File: src/rtl/ro_pair_comparator.sv
// Ring-oscillator pair comparator: counts synchronized rising edges of two
// oscillator outputs over a programmable window and reports which was faster.
module ro_pair_comparator #(
  parameter int unsigned CNT_W      = 16,
  parameter int unsigned WIN_W      = 16,
  parameter int unsigned SETTLE_CYC = 8
) (
  input  logic             d_clk,
  input  logic             reset,
  input  logic             start,
  input  logic [WIN_W-1:0] window_len,
  input  logic             ro_a_in,
  input  logic             ro_b_in,
  input  logic             resp_ack,
  output logic             ro_enable,
  output logic             busy,
  output logic             resp_valid,
  output logic             resp_bit,
  output logic             resp_tie,
  output logic [CNT_W-1:0] count_a,
  output logic [CNT_W-1:0] count_b
);

  localparam int unsigned     ST_W        = (SETTLE_CYC > 1) ? $clog2(SETTLE_CYC) : 1;
  localparam logic [ST_W-1:0] SETTLE_LAST = ST_W'(SETTLE_CYC - 1);
  localparam logic [CNT_W-1:0] CNT_MAX    = '1;

  typedef enum logic [2:0] {IDLE, SETTLE, MEASURE, COMPARE, DONE} state_t;

  state_t state, state_next;

  // [0],[1]: two-flop synchronizer, [2]: history flop for edge detection
  logic [2:0]       sync_a, sync_b;
  logic             rise_a, rise_b;
  logic [WIN_W-1:0] win, meas_cnt, meas_last;
  logic [ST_W-1:0]  settle_cnt;
  logic             accept, settle_end, meas_end;

  assign rise_a     = sync_a[1] & ~sync_a[2];
  assign rise_b     = sync_b[1] & ~sync_b[2];
  assign accept     = (state == IDLE) && start;
  assign settle_end = (settle_cnt == SETTLE_LAST);
  // A zero window is stretched to a single counting cycle.
  assign meas_last  = (win == '0) ? '0 : win - WIN_W'(1);
  assign meas_end   = (meas_cnt == meas_last);

  always_ff @(posedge d_clk) begin
    if (reset) begin
      sync_a <= '0;
      sync_b <= '0;
    end else begin
      sync_a <= {sync_a[1:0], ro_a_in};
      sync_b <= {sync_b[1:0], ro_b_in};
    end
  end

  always_comb begin
    state_next = state;
    case (state)
      IDLE:    if (start)      state_next = SETTLE;
      SETTLE:  if (settle_end) state_next = MEASURE;
      MEASURE: if (meas_end)   state_next = COMPARE;
      COMPARE:                 state_next = DONE;
      DONE:    if (resp_ack)   state_next = IDLE;
      default:                 state_next = IDLE;
    endcase
  end

  always_comb begin
    ro_enable  = 1'b0;
    busy       = 1'b1;
    resp_valid = 1'b0;
    case (state)
      IDLE:             busy       = 1'b0;
      SETTLE, MEASURE:  ro_enable  = 1'b1;
      DONE:             resp_valid = 1'b1;
      default: ;
    endcase
  end

  always_ff @(posedge d_clk) begin
    if (reset) begin
      state      <= IDLE;
      win        <= '0;
      settle_cnt <= '0;
      meas_cnt   <= '0;
      count_a    <= '0;
      count_b    <= '0;
      resp_bit   <= 1'b0;
      resp_tie   <= 1'b0;
    end else begin
      state <= state_next;
      if (accept) begin
        win        <= window_len;
        settle_cnt <= '0;
        meas_cnt   <= '0;
        count_a    <= '0;
        count_b    <= '0;
      end
      if (state == SETTLE)
        settle_cnt <= settle_cnt + ST_W'(1);
      if (state == MEASURE) begin
        meas_cnt <= meas_cnt + WIN_W'(1);
        if (rise_a && (count_a != CNT_MAX))
          count_a <= count_a + CNT_W'(1);
        if (rise_b && (count_b != CNT_MAX))
          count_b <= count_b + CNT_W'(1);
      end
      if (state == COMPARE) begin
        resp_bit <= (count_a > count_b);
        resp_tie <= (count_a == count_b);
      end
    end
  end

endmodule

File: config.mk
export PLATFORM = sky130hd
export DESIGN_NAME = ro_pair_comparator
export DESIGN_NICKNAME = d
export VERILOG_FILES = /design/src/rtl/ro_pair_comparator.sv
export SDC_FILE = /design/constraint.sdc
export NUM_CORES = 1
export LEC_CHECK = 0
export ABC_AREA = 1
export CELL_PAD_IN_SITES_DETAIL_PLACEMENT = 0
export CELL_PAD_IN_SITES_GLOBAL_PLACEMENT = 1
export CORE_UTILIZATION = 30
export CTS_CLUSTER_DIAMETER = 120
export DETAILED_ROUTE_END_ITERATION = 10
export PLACE_DENSITY = 0.75
export SYNTH_ARGS = -nofsm -noshare
export SYNTH_HDL_FRONTEND = slang
export SYNTH_SLANG_ARGS = --single-unit
File: constraint.sdc
create_clock -name d_clk -period 2.4 [get_ports d_clk]
set_input_delay 0.48 -clock d_clk [delete_from_list [all_inputs] [get_ports d_clk]]
set_output_delay 0.48 -clock d_clk [all_outputs]
set_load 0.01 [all_outputs]
==> metrics, run 1 <==
outcome=finished, final reports clean; die width=127 um; CP endpoint kind=output pin; DRC=0; Post-synth EDFFs=0; count leader, synth=nand2_1; total wire length=12700 um; clock-pin slew on the worst setup and hold paths=60 ps; crit share post-route=0.952; port bufs=58; Max-Cap Viols=0; Avg Cell Area, Syn=6.85 um2; DR vias/cell=4.97; Starting Density=0.308; Detailed Routing Iterations Pass 1=5; worst skew pair latency=around 350 ps; final slew viol count=0; top cells by count, synth=nand2_1, inv_1, dfxtp_1; post-synthesis net count=727; sequential power share=0.338; GRT overflow=0; Startpoint Class=flop; Layout Skew=8.40 ps; die outline height=between 100 and 150 um; Async S/R FF share, synth=0; share of the synthesized area in the top cell type=0.334; Num CTS Buffers=9; warnings from Yosys=0; cells after synthesis=~700; Final Util=0.382; Crit path max-delay family=buffers and inverters; worst slew pin tran=551 ps; Logic pwr share=0.347; # IOs=59; CP dominant cell by count=inv_1; GRT Util Overall=0.163; #FFs+latches synth=78; RSZ-0062 raised after global routing=no; Peak VDD IR=between 0.3 and 0.4 mV; routed length per instance=13.6 um; Diodes inserted=0; Mapped Area=between 4000 and 5000 um2; remaining antenna violation count after routing=0; Vias=4649; largest net degree at the start of global routing=37; Seq/Total Area, Yosys=0.334; CP max stage delay=540 ps; Switching Share=0.377; PD cells=783 nW/um2; Min Clock Period, post-route=2290 ps; initial antenna violation count=0; 1st-iter DRT viols=340; CTS sink cnt=78; Post-CTS Setup Bufs=0; Internal Power=~2.8 mW; placed wire-length estimate=9480 um; min-delay worst type=flop to flop; Arr. time, crit path=roughly 1800 ps; CP max stage cell=clkdlybuf4s50_1; CP Class=flop to output pin; FP Rows=45; Synth area leader=dfxtp_1; TritonCTS clock tree=yes; clock share of power=0.314; Final Hold Vio Count=0; Longest Clk Path Bufs=2; main flop type after synthesis=dfxtp_1; H-tree depth=3; net switching power=1.71 mW; Max Freq=around 0.44 GHz; fraction of layout instances using a drive strength above 1=0.0857; vias in the first global route=4306; CP max FO=6; hold_ws=403 ps; main area contributors after synthesis=dfxtp_1, nand2_1, inv_1; slew margin rel.=0.631; Setup-failing EPs final=0; Nets=786; first-pass GRT wire length=20700 um; CORE AREA=15200 um2; required time of the worst setup path=between 1500 and 2000 ps; die footprint=16100 um2; Static Leak=~2.2 nW; Yosys cell types=47; layout overhead on the synthesized area=24.0%; worst-path cell chain=inv_1 > nor3_4 > inv_1 > nand2_1 > clkdlybuf4s50_1; WP buf/inv=3; GPL Wtd Cong=0.854; Fin Setup TNS=0 ps; CTS Root Cell=clkbuf_16
[layout by cell type (no fill, tap or decap), types with 4 or more instances in the layout]
cell type / count
dfxtp_1: 76
nand4_1: 16
nand3_1: 45
buf_4: 9
nor3_1: 13
inv_1: 91
clkdlybuf4s50_1: 58
nor2_1: 60
ha_1: 22
nor4_1: 4
a31oi_1: 5
a221oi_1: 6
o21ai_0: 56
nor2_2: 7
nand2_1: 146
clkbuf_16: 9
a211oi_1: 8
a21oi_1: 51
nor2_4: 6
[state kept, by name (all words and copies together) (netlist names)]
name,flops
count_a,16
count_b,16
meas_cnt,16
win,16
settle_cnt,3
state,3
sync_a,3
sync_b,3
resp_bit,1
resp_tie,1
[metal layers]
metal | track usage | vias up | wire length [um] | share of wire
met5 | 0 | - | 0 | 0
met4 | 0.0623 | 0 | 225 | 0.018
met3 | 0.0392 | 17 | 666 | 0.052
met2 | 0.267 | 124 | 5760 | 0.45
met1 | 0.207 | 2099 | 6090 | 0.48
li1 | - | 2409 | - | -
[kinds of logic (layout without fill, tap and decap cells)]
group | Yosys count | in the layout | share of synthesized area
XOR/XNOR | 3 | 3 | 0.00562
AO/OA/AOI/OAI | 147 | 147 | 0.187
buffers and inverters | 116 | 180 | 0.100
adder cells (fa/ha/maj) | 22 | 22 | 0.0588
flip-flops | 78 | 78 | 0.334
AND/OR/NAND/NOR | 317 | 317 | 0.315
[what timing repair did]
action / in CTS / in global routing
setup endpoints to repair: 1 / 2
hold buffers: 0 / 0
resized for setup: 2 / 4
[power by group through the flow]
stage,registers [mW],clock network (mW),logic [mW]
final,1.54,1.43,1.58
after global routing,1.55,1.52,1.79
after CTS,1.53,1.46,1.58
after detailed placement,1.55,0,1.56
after global placement,1.55,0,1.55
after floorplan,1.52,0,1.15
[final timing paths]
kind	startpoint	end	slack, ps	cells past startpoint
max	state[0]	ro_enable	110	5
min reg2reg	sync_b[0]	sync_b[1]	400	2
max reg2reg	count_b[1]	count_b[5]	300	12
min	sync_b[0]	sync_b[1]	400	2
[tightest hold or removal path, delay by kind of cell (launching register included)]
| kind | cells | cell delay [ps] |
|---|---|---|
| DFF | 1 | 300 |
| buffers and inverters | 1 | 40 |
| and+or+nand+nor | 1 | 30 |
[stage by stage]
step / worst slack [ps] / power [mW] / std cells / area [um2]
2_1_floorplan: 565 / 2.67 / 683 / 4680
3_3_place_gp: 249 / 3.10 / 919 / 5470
3_5_place_dp: 240 / 3.11 / 919 / 5470
4_1_cts: 66.1 / 4.56 / 935 / 5790
5_1_grt: 6.45 / 4.86 / 935 / 5800
6_report: 114 / 4.54 / 935 / 5800
[final cells by class]
cell class	instances	area, um2
multi-input cells	489	2660
well taps	188	235
inverters	96	362
clock inverters	5	57.6
fillers	1629	9400
flip-flops and latches	78	1560
clock buffers	11	253
repair buffers	68	668
No activity file was read; power rests on OpenSTA's default activity.
==> inputs of run 2 (changes only) <==
Settings changed: TNS_END_PERCENT set to 50.
==> run 2 against run 1 <==
Register-to-register slack about the same. Design area is 0.17% lower. Clock power barely moved. Count of clock-buffer cells in the layout did not move. Worst hold slack improved by 0.74 ps. Via count is 0.24% lower. Flip-flop and latch count unchanged. Die area unchanged. Sequential power about the same. Non-clock buffer count did not move. Core utilization is 0.066 points lower. Critical path type unchanged. Highest routed layer unchanged.
==> metrics, run 2 (same netlist as run 1, synthesis figures left out) <==
outcome=finished, final reports clean; Min Clock Period, post-route=2330 ps (+42.0 ps); setup slack after layout=72.3 ps (-42.0 ps); Longest Clk Path Bufs=2 (unchanged); number of hold buffers added after CTS=0 (unchanged); Peak VDD IR=0.374 mV (-1.1%); remaining antenna violation count after routing=0 (unchanged); hold_sp=sync_b[0]; GRT overflow=0 (unchanged); Post-CTS Resized=2 (unchanged); # IOs=59 (unchanged); Num CTS Buffers=9 (unchanged); first-pass GRT wire length=20700 um (unchanged); Static Leak=2.19 nW (about the same); hold endpoint=sync_b[1]; Setup Slack @ Placement=240 ps (unchanged); RSZ-0062 raised after global routing=yes; worst-path cell chain=inv_1 > nor3_2 > inv_1 > nand2_1 > clkdlybuf4s50_1; total wire length=12700 um (-0.50%); R2R Setup Slk=290 ps (about the same); most frequent cells in the layout=nand2_1, inv_1, dfxtp_1; CP endpoint kind=output pin; Diodes inserted=0 (unchanged); dpl cell area=5470 um2 (unchanged); Layout Skew=9.23 ps (+0.825 ps); global routing usage on met3=0.0392 (unchanged); die outline height=127 um (unchanged); vias in the first global route=4306 (unchanged); min-delay worst type=flop to flop; layer with the highest usage=met2; initial antenna violation count=0 (unchanged); Hold Path Depth=2 (unchanged); fraction of layout instances using a drive strength above 1=0.0830 (-0.00268); commonest non-fill, non-tap cell in the layout=nand2_1; placed wire-length estimate=9480 um (unchanged); port bufs=58 (unchanged); Final Hold Vio Count=0 (unchanged); die width=127 um (unchanged); clock-pin slew on the worst setup and hold paths=60 ps (about the same); GPL Wtd Cong=0.854 (unchanged); H-tree depth=3 (unchanged); Vias=4638 (-0.24%); Detailed Routing Iterations Pass 1=5 (unchanged); Design Power=4.53 mW (-0.34%); DR vias/cell=4.96 (-0.24%); required time of the worst setup path=1920 ps (about the same); DP Cell Count=919 (unchanged); PD cells=782 nW/um2 (-0.17%); CTS sink cnt=78 (unchanged); Starting Density=0.308 (unchanged); layout overhead on the synthesized area=23.8%; final slew viol count=0 (unchanged); TritonCTS clock tree=yes; routed length per instance=13.6 um (-0.50%); Arr. time, crit path=1850 ps (+40 ps); CP dominant cell by count=inv_1; Worst Reg2Reg Path Length in Cells=12 (unchanged); CP max stage delay=540 ps (about the same); crit share post-route=0.970 (+0.0175); DRC=0 (unchanged); Nets=786 (unchanged); FF-to-FF End=count_b[5]; met2 Usage GRT=0.267 (unchanged); Setup-failing EPs final=0 (unchanged); FP Rows=45 (unchanged); worst slew pin tran=566 ps (+15.0 ps); die footprint=16100 um2 (unchanged); 1st-iter DRT viols=358 (+5.3%); CTS Root Cell=clkbuf_16; slew margin rel.=0.621 (-0.0101); worst skew pair latency=350 ps (about the same); Startpoint Class=flop; CP Class=flop to output pin; design area=5790 um2 (-0.17%); largest net degree at the start of global routing=37 (unchanged); Max-Cap Viols=0 (unchanged); Layout fillers=1628 (-0.061%); Max Freq=0.430 GHz (-1.8%); met1 Use GR=0.207 (unchanged); CORE AREA=15200 um2 (unchanged); FF-to-FF Start=count_b[1]; CP max FO=6 (unchanged); CP max stage cell=clkdlybuf4s50_1; Post-CTS Setup Bufs=0 (unchanged); GRT Util Overall=0.163 (unchanged); fin cells=935 (unchanged); Fin Setup TNS=0 ps (unchanged)
==> run 2: where the power goes <==
part | leakage [nW] | total, mW | internal [mW] | switching, mW
clock | 0.155 | 1.43 | 0.862 | 0.564
combinational | 1.40 | 1.57 | 0.552 | 1.02
sequential | 0.634 | 1.53 | 1.41 | 0.125
total | 2.19 | 4.53 | 2.82 | 1.71
==> run 2: worst max-delay path by stage <==
stage / from / to / slack [ps] / cells past startpoint
after global placement: state[0] / ro_enable / 250 / 5
final: state[0] / ro_enable / 70 / 5
after global routing: state[0] / ro_enable / -40 / 5
after floorplan: count_b[0] / count_b[14] / 570 / 12
after detailed placement: state[0] / ro_enable / 240 / 5
after CTS: state[0] / ro_enable / 70 / 6
==> run 2: worst max-delay path: cells and delay by family, from the launching register on <==
family | cells | cell delay, ps
buf+inv | 3 | 780
flops | 1 | 390
simple gates | 2 | 330
==> run 2: layout make-up <==
class / instances / area (um2) / share of cell area
clock inverters: 5 / 57.6 / 0.00994
inverters: 96 / 362 / 0.0624
well taps: 188 / 235 / 0.0406
clock buffers: 11 / 253 / 0.0436
flip-flops and latches: 78 / 1560 / 0.270
multi-input cells: 489 / 2650 / 0.458
repair buffers: 68 / 668 / 0.115
==> run 2: layer usage <==
| metal | share of wire | vias to the layer above |
|---|---|---|
| met2 | 0.45 | 125 |
| met3 | 0.049 | 18 |
| met4 | 0.018 | 0 |
| li1 | - | 2408 |
| met1 | 0.48 | 2087 |
| met5 | 0 | - |
==> run 2: metrics by stage <==
step / hold WS (ps) / utilization
global route: 426 / 0.381
global placement: 398 / 0.360
CTS: 408 / 0.381
finish: 404 / 0.381
floorplan: 388 / -
detailed placement: 394 / 0.360
==> RTL edit: new RTL, settings of run 2 <==
`WIN_W`: 16 -> 20.
--- a/src/rtl/ro_pair_comparator.sv
+++ b/src/rtl/ro_pair_comparator.sv
@@ -2,7 +2,7 @@
 // oscillator outputs over a programmable window and reports which was faster.
 module ro_pair_comparator #(
   parameter int unsigned CNT_W      = 16,
-  parameter int unsigned WIN_W      = 16,
+  parameter int unsigned WIN_W      = 20,
   parameter int unsigned SETTLE_CYC = 8
 ) (
   input  logic             d_clk,
Ports: changed (resized window_len); port bits go from 59 to 63. No check against the original RTL was run, so the function may have changed too.
==> RTL edit against run 2 <==
Setup slack better by 0.042 ns. Sequential cell count is 8 higher. Highest routed layer unchanged. Area after synthesis is 11% higher. Critical endpoint unchanged. Power is 19% higher. Wire length is 12% higher. Final area is 12% higher. Non-clock buffer count is 12 higher.
==> RTL edit: results (changes against run 2) <==
placement:
  placed_cells: 1071  # +17%
  gp_congestion: 0.810  # -5.1%
  dp_hpwl_mm: 10.4  # +10%
  detailed_place.area_um2: 6150  # +12%
  place_ws_ns: 0.153  # -0.0866 ns
  io_buffers: 62  # +6.9%
detailed_routing:
  detailedRoute.firstIterationViolations: 319  # -11%
  detail_route.wirelength.met1_mm: 7.17  # +17%
  detailroute.wirelength.met3_um: 593  # -3.7%
  num_vias: 5166  # +11%
  met2RoutedLength_mm: 6.29  # +10%
  wl_mm: 14.2  # +12%
layout:
  fillers: 1799  # +11%
  final_nets: 910  # +16%
  layout-drive-gt1-share_pct: 6.46  # -1.8 points
clock_network:
  cts.path.max_buffers: 2  # unchanged
  htree_num_levels: 3  # unchanged
critical_path:
  regToRegEndpoint: "meas_cnt[18]"
  r2r_start: "meas_cnt[1]"
  path_delay_family: "simple AND/OR/NAND/NOR gates"
  worst_setup_path_startpoint: "state[2]"
  r2r_worst_path_depth: 10  # -2
  cp_max_fo: 4  # -2
  critical_path_arrival_ns: 1.81  # -0.04 ns
min_path:
  hold_start: "sync_a[0]"
  worstHoldEndpoint: "sync_a[1]"
run_status:
  outcome: "finished, final reports clean"
logic_synthesis:
  main_area_contributors_after_synthesis: "sky130_fd_sc_hd__dfxtp_1 33%, sky130_fd_sc_hd__nand2_1 13%, sky130_fd_sc_hd__inv_1 7.8%"
  synth_fp_nets: 845  # +16%
  synth_seq_area_share_pct: 33.1  # -0.32 points
  syn-mean-instance-area_um2: 6.53  # -4.6%
  synth.lib_cells_used.distinct: 45  # -4.3%
grt:
  grtUsageMet3_pct: 4.34  # +0.42 points
  grtUsageMet1_pct: 22.0  # +1.3 points
  grt_util_met2_pct: 26.9  # +0.16 points
  grt_start_max_net_pins: 42  # +14%
  grt_pass1_wl_mm: 23.7  # +15%
power:
  static-leakage-power_nw: 2.52  # +15%
  max-vdd-ir-drop_mv: 0.424  # +13%
sta:
  clock_skew_ns: 0.00797  # -0.00126 ns
  worstMarginPinSlew_ns: 0.754  # +0.188 ns
  worst_slack_ns: 0.114  # +0.0421 ns
[RTL edit: kinds of logic after synthesis]
group / after synthesis / share of synthesized area, %
adders and majority gates: 22 / 5.29
and+or+nand+nor: 383 / 32.1
xor gates and xnor gates: 5 / 0.841
DFF: 86 / 33.1
AOI/OAI and AO/OA: 162 / 18.1
buffers and inverters: 139 / 10.6
[RTL edit: cell type report]
| class | count | area [um2] | share of cell area, % |
|---|---|---|---|
| timing repair buffer | 80 | 793 | 12.3 |
| sequential | 86 | 1720 | 26.7 |
| tap | 220 | 275 | 4.26 |
| inverter | 113 | 424 | 6.57 |
| multi-input combinational | 572 | 2950 | 45.6 |
| clock buffer | 10 | 229 | 3.54 |
| clock inverter | 6 | 68.8 | 1.07 |
[RTL edit: report_power, final]
part           switching [W]  total [W]  internal (W)
sequential          0.000156    0.00174       0.00158
combinational        0.00140    0.00219      0.000790
clock               0.000629    0.00144      0.000815
total                0.00219    0.00537       0.00319
